<file path="config.mk">
export PLATFORM = sky130hd
export DESIGN_NAME = spi_target
export DESIGN_NICKNAME = d
export VERILOG_FILES = /design/src/rtl/spi_target.sv
export SDC_FILE = /design/constraint.sdc
export NUM_CORES = 1
export LEC_CHECK = 0
export CAP_MARGIN = 30
export CORE_UTILIZATION = 32
export CTS_BUF_LIST = sky130_fd_sc_hd__clkbuf_4 sky130_fd_sc_hd__clkbuf_8 sky130_fd_sc_hd__clkbuf_16
export DETAILED_ROUTE_END_ITERATION = 10
export SYNTH_ARGS = -nofsm -noshare
export SYNTH_HDL_FRONTEND = slang
export SYNTH_SLANG_ARGS = --single-unit
</file>
<file path="constraint.sdc">
create_clock -name clk -period 1.76 [get_ports clk]
set_input_delay 0.176 -clock clk [delete_from_list [all_inputs] [get_ports clk]]
set_output_delay 0.176 -clock clk [all_outputs]
set_load 0.005 [all_outputs]
</file>
<file path="src/rtl/spi_target.sv">
// rtl/spi_target.sv - SPI mode-0 target with oversampled pins and one byte of buffering per direction
//
// Purpose: lets an external SPI controller exchange bytes with on-chip logic
// over valid/ready byte streams. SCLK/MOSI/CS_N are asynchronous to clk and
// are oversampled through SYNC_STAGES flops plus one edge-detect flop.
//
// Ports:
//   clk, rst                     system clock, async active-low reset
//   spi_sclk, spi_mosi, spi_cs_n pin inputs from the controller (mode 0)
//   spi_miso, spi_miso_oe        pin output and its tristate enable
//   rx_data, rx_val, rx_rdy      received byte stream (toward on-chip logic)
//   tx_data, tx_val, tx_rdy      transmit byte stream (from on-chip logic)
//   rx_ovr                       one-clk pulse: a received byte was dropped
//   tx_urun                      one-clk pulse: FILL sent, no byte was queued

module spi_target #(
    parameter logic [7:0] FILL        = 8'hFF,
    parameter int         SYNC_STAGES = 2
) (
    input  logic       clk,
    input  logic       rst,
    input  logic       spi_sclk,
    input  logic       spi_mosi,
    input  logic       spi_cs_n,
    output logic       spi_miso,
    output logic       spi_miso_oe,
    output logic [7:0] rx_data,
    output logic       rx_val,
    input  logic       rx_rdy,
    input  logic [7:0] tx_data,
    input  logic       tx_val,
    output logic       tx_rdy,
    output logic       rx_ovr,
    output logic       tx_urun
);

    typedef enum logic {
        IDLE  = 1'b0,
        SHIFT = 1'b1
    } state_e;

    // Pin synchronizers and edge-detect history
    logic [SYNC_STAGES-1:0] sclk_sync_q;
    logic [SYNC_STAGES-1:0] mosi_sync_q;
    logic [SYNC_STAGES-1:0] cs_sync_q;
    logic                   sclk_prev_q;
    logic                   cs_prev_q;

    logic sclk_s, mosi_s, cs_s;
    logic sclk_rise, sclk_fall, cs_fall, cs_rise;

    // Protocol state
    state_e     state_q,    state_d;
    logic [2:0] cnt_q,      cnt_d;
    logic [7:0] rx_shift_q, rx_shift_d;
    logic [7:0] tx_shift_q, tx_shift_d;
    logic [7:0] thr_q,      thr_d;
    logic       thr_full_q, thr_full_d;
    logic [7:0] rx_data_q,  rx_data_d;
    logic       rx_val_q,   rx_val_d;
    logic       rx_ovr_q,   rx_ovr_d;
    logic       tx_urun_q,  tx_urun_d;

    logic       byte_start;
    logic [7:0] rx_byte;

    always_ff @(posedge clk or negedge rst) begin
        if (!rst) begin
            sclk_sync_q <= '0;
            mosi_sync_q <= '0;
            cs_sync_q   <= '1;
            sclk_prev_q <= 1'b0;
            cs_prev_q   <= 1'b1;
        end else begin
            sclk_sync_q <= {sclk_sync_q[SYNC_STAGES-2:0], spi_sclk};
            mosi_sync_q <= {mosi_sync_q[SYNC_STAGES-2:0], spi_mosi};
            cs_sync_q   <= {cs_sync_q[SYNC_STAGES-2:0], spi_cs_n};
            sclk_prev_q <= sclk_sync_q[SYNC_STAGES-1];
            cs_prev_q   <= cs_sync_q[SYNC_STAGES-1];
        end
    end

    assign sclk_s    = sclk_sync_q[SYNC_STAGES-1];
    assign mosi_s    = mosi_sync_q[SYNC_STAGES-1];
    assign cs_s      = cs_sync_q[SYNC_STAGES-1];
    assign sclk_rise = sclk_s & ~sclk_prev_q;
    assign sclk_fall = ~sclk_s & sclk_prev_q;
    assign cs_fall   = ~cs_s & cs_prev_q;
    assign cs_rise   = cs_s & ~cs_prev_q;

    assign rx_byte   = {rx_shift_q[6:0], mosi_s};

    always_ff @(posedge clk or negedge rst) begin
        if (!rst) begin
            state_q    <= IDLE;
            cnt_q      <= 3'd0;
            rx_shift_q <= 8'h00;
            tx_shift_q <= 8'h00;
            thr_q      <= 8'h00;
            thr_full_q <= 1'b0;
            rx_data_q  <= 8'h00;
            rx_val_q   <= 1'b0;
            rx_ovr_q   <= 1'b0;
            tx_urun_q  <= 1'b0;
        end else begin
            state_q    <= state_d;
            cnt_q      <= cnt_d;
            rx_shift_q <= rx_shift_d;
            tx_shift_q <= tx_shift_d;
            thr_q      <= thr_d;
            thr_full_q <= thr_full_d;
            rx_data_q  <= rx_data_d;
            rx_val_q   <= rx_val_d;
            rx_ovr_q   <= rx_ovr_d;
            tx_urun_q  <= tx_urun_d;
        end
    end

    always_comb begin
        state_d    = state_q;
        cnt_d      = cnt_q;
        rx_shift_d = rx_shift_q;
        tx_shift_d = tx_shift_q;
        thr_d      = thr_q;
        thr_full_d = thr_full_q;
        rx_data_d  = rx_data_q;
        rx_val_d   = rx_val_q;
        rx_ovr_d   = 1'b0;
        tx_urun_d  = 1'b0;
        byte_start = 1'b0;

        if (tx_val && !thr_full_q) begin
            thr_d      = tx_data;
            thr_full_d = 1'b1;
        end

        if (rx_val_q && rx_rdy) begin
            rx_val_d = 1'b0;
        end

        case (state_q)
            IDLE: begin
                if (cs_fall) begin
                    state_d    = SHIFT;
                    byte_start = 1'b1;
                end
            end
            SHIFT: begin
                if (cs_rise) begin
                    // Abandon the partial byte in both directions; THR survives.
                    state_d    = IDLE;
                    cnt_d      = 3'd0;
                    rx_shift_d = 8'h00;
                    tx_shift_d = 8'h00;
                end else begin
                    if (sclk_rise) begin
                        rx_shift_d = rx_byte;
                        cnt_d      = cnt_q + 3'd1;
                        if (cnt_q == 3'd7) begin
                            // A consumer accepting this very clk frees the slot.
                            if (rx_val_q && !rx_rdy) begin
                                rx_ovr_d = 1'b1;
                            end else begin
                                rx_data_d = rx_byte;
                                rx_val_d  = 1'b1;
                            end
                        end
                    end
                    if (sclk_fall) begin
                        // Counter back at 0 on a fall means 8 bits have gone out.
                        if (cnt_q == 3'd0) begin
                            byte_start = 1'b1;
                        end else begin
                            tx_shift_d = {tx_shift_q[6:0], 1'b0};
                        end
                    end
                end
            end
            default: state_d = IDLE;
        endcase

        // Reload decision uses the registered THR state, so a byte written
        // in the same clk as an empty-THR reload waits for the next byte.
        if (byte_start) begin
            cnt_d = 3'd0;
            if (thr_full_q) begin
                tx_shift_d = thr_q;
                thr_full_d = 1'b0;
            end else begin
                tx_shift_d = FILL;
                tx_urun_d  = 1'b1;
            end
        end
    end

    assign spi_miso    = tx_shift_q[7];
    assign spi_miso_oe = (state_q == SHIFT);
    assign rx_data     = rx_data_q;
    assign rx_val      = rx_val_q;
    assign tx_rdy      = ~thr_full_q;
    assign rx_ovr      = rx_ovr_q;
    assign tx_urun     = tx_urun_q;

endmodule

</file>
==> out/results.tsv, run 1 <==
metric	value	unit
outcome	complete, no violations	
grt-busiest-layer	met2	
grt_pass1_wl	5782	microns
synth_top_area_share	58.09	%
ys_top_cells_by_area	dfrtp_1 58%, mux2_4 6.3%, mux2_2 4.8%	
yosys.area.top_type	dfrtp_1	
drive_gt1_share	22.16	%
netlist_instances	138	
cap_violations	0	
fin_ws	0.07421	ns
yosys_warnings	0	
synthAdderAreaFrac	1.980	%
comb_power_share	19.1	%
initial_core_util	33.80	%
ys_types	31	
syn_area_per_cell	13.74	sq um
root_buffer	clkbuf_8	
drt_iter0_drc	68	
gr-usage-met1	15.28	%
setup_viol	0	
asyncSetResetFlopFracSynth	100.0	%
die_x	78.97	microns
area_delta_synth_final	25.94	%
dp_slack	0.08528	ns
gp_congestion	0.7223	
p_sw	0.6678	mW
drt-pass1-iter-count	4	
clock.fmax	593.2	MHz
fp.coreArea	0.005608	sq mm
critPathRequiredTime	1.95	ns
cts_sinks	47	
synth_ff_type	dfrtp_1	
min_period_over_period	95.78	%
stdcell_count	248	
cp-start-kind	register	
clockBufferDepth	2	
antenna_found_initial	0	
ys_seq_area_share	62.24	%
switching_share	26.05	%
internal_power	1.896	mW
worst_slew_pin_slew	0.6782	ns
clk_latency	0.30	ns
synth_mux_area_share	11.62	%
hold_ws	0.2767	ns
cellPowerDensity	1074	mW/mm^2
cts_setup_buffers	0	
viasPerCell	4.891	
die_area	0.006235	sq mm
final_antenna_net_count	0	
numPortBuffers	28	
fillers	543	
grt_overflow	0	
ys_ff_latch	47	
use_met3	3.563	%
end_kind	register	
antenna_cells	0	
die_y	78.97	microns
finalMaxSlewViolations	0	
met2_usage	19.14	%
irDropWorstVdd	0.0007590	V
rows	27	
routedWlPerCell	13.45	microns
worstSetupPathType	register to register	
synth-simple-area-share	8.647	%
numCtsBuffers	5	
grt_max_degree	27	
vias	1213	
htreeDepth	2	
hold_path_class	input port to register	
drt_wl_total	3336	microns
worstPathArrival	1.87	ns
min_period	1.686	ns
nNetsFinal	193	
finalHoldViolations	0	
syn_nets	156	
groute.usage.overall	12.24	%
worstPathMaxFanout	10	
clk_pin_slew	0.08	ns
place_inst	239	
p_clk_share	26.1	%
dp_hpwl	2427	microns
synth_xor_area_share	0	%
drc	0	
synth-compound-area-share	12.48	%
synth_top_family_by_area	compound AO/OA/AOI/OAI gates	
seqPwrFrac	54.8	%
grt_pass1_vias	1277	
total_power	2.564	mW
cts_tree	built	
p_leak	1.064	nW
syn-cell-area	0.001896	sq mm
ioPinCount	29	
final_cell_mix	44 x dfrtp_1, 27 x clkdlybuf4s50_1, 8 x mux2_2, 8 x mux2_4, 8 x o2bb2ai_1	
max-slew-margin-rel	54.48	%
final_common_cell	dfrtp_1	
synth_edf_count	0	
finClkSkew	0.004150	ns
[registers in the layout, indices dropped and copies added, names as in the netlist, 2 cells and up]
register     flops
cnt_q            3
cs_sync_q        2
mosi_sync_q      2
rx_data          8
rx_shift_q       7
sclk_sync_q      2
thr_q            8
tx_shift_q       8
[synth_stat cells (2+ instances only)]
library cell	n
a21o_1	3
a21oi_1	5
a22o_1	7
and3_4	2
buf_6	2
dfrtp_1	44
dfstp_2	3
ha_1	3
inv_1	4
mux2_2	8
mux2_4	8
nand2_1	5
nand3_1	2
nor2_1	5
nor2b_1	2
nor3_1	7
o21ai_0	7
o2bb2ai_1	8
[metal layers]
metal	vias to the layer above	share of wire, %	wire length, microns
met5	-	0	0
met4	0	0.93	31
met3	2	4.5	151
met2	32	49	1636
met1	609	45	1516
li1	570	-	-
[critical path: stages (launching register included)]
cell and delay [ns]:
dfstp_2 0.56, nand2b_4 0.15, and3_4 0.25, and3_4 0.30
mux2_4 0.32
[stage by stage]
step,utilization [%],TNS [ns],instance area (sq um)
6_report,42.57,0,2387
3_5_place_dp,40.65,0,2280
5_1_grt,42.57,-0.008410,2387
4_1_cts,42.46,0,2381
2_1_floorplan,-,0,1896
3_3_place_gp,40.65,0,2280
[area by class of cell]
cell class / instances / area [sq um] / area share (%)
multi-input combinational: 81 / 664.4 / 27.83
timing repair buffer: 35 / 342.8 / 14.36
sequential: 47 / 1180 / 49.42
inverter: 5 / 18.77 / 0.7862
clock buffer: 8 / 91.34 / 3.826
tap: 72 / 90.09 / 3.774
[cell families after synthesis]
family | Yosys count
compound gates | 33
mux | 17
fa+ha+maj | 3
buf+inv | 10
simple gates | 28
flops | 47
[final timing paths]
check / depth (start not counted) / endpoint / from / slack (ns)
worst max-delay path: 4 / rx_data[1]$_DFFE_PN0P_ / cs_prev_q$_DFF_PN1_ / 0.07
worst min-delay path: 1 / cs_sync_q[0]$_DFF_PN1_ / spi_cs_n / 0.28
worst max register to register: 4 / rx_data[1]$_DFFE_PN0P_ / cs_prev_q$_DFF_PN1_ / 0.07
worst min register to register: 0 / cs_sync_q[1]$_DFF_PN1_ / cs_sync_q[0]$_DFF_PN1_ / 0.36
max in group asynchronous: 3 / thr_full_q$_DFF_PN0_ / rst / 0.86
min in group asynchronous: 2 / rx_ovr$_DFF_PN0_ / rst / 0.39
[repair_timing]
item,in CTS,in global routing
hold endpoints to repair,18,0
setup endpoints to repair,0,8
hold buffers,1,0
gates resized for setup,0,1
[power groups by stage]
stage	sequential [mW]	combinational (mW)	clock [mW]
after floorplan	1.38	0.310	0
after global placement	1.42	0.476	0
after detailed placement	1.43	0.493	0
after CTS	1.41	0.498	0.693
after global routing	1.44	0.548	0.755
final	1.41	0.489	0.669
Note: power is estimated with default switching activity, not from simulation.
==> run 2, diff against run 1 <==
CTS_CLUSTER_DIAMETER = 40   (was not set)
==> results of run 2 <==
The final DEF is identical to that of run 1; final timing and power are the same.
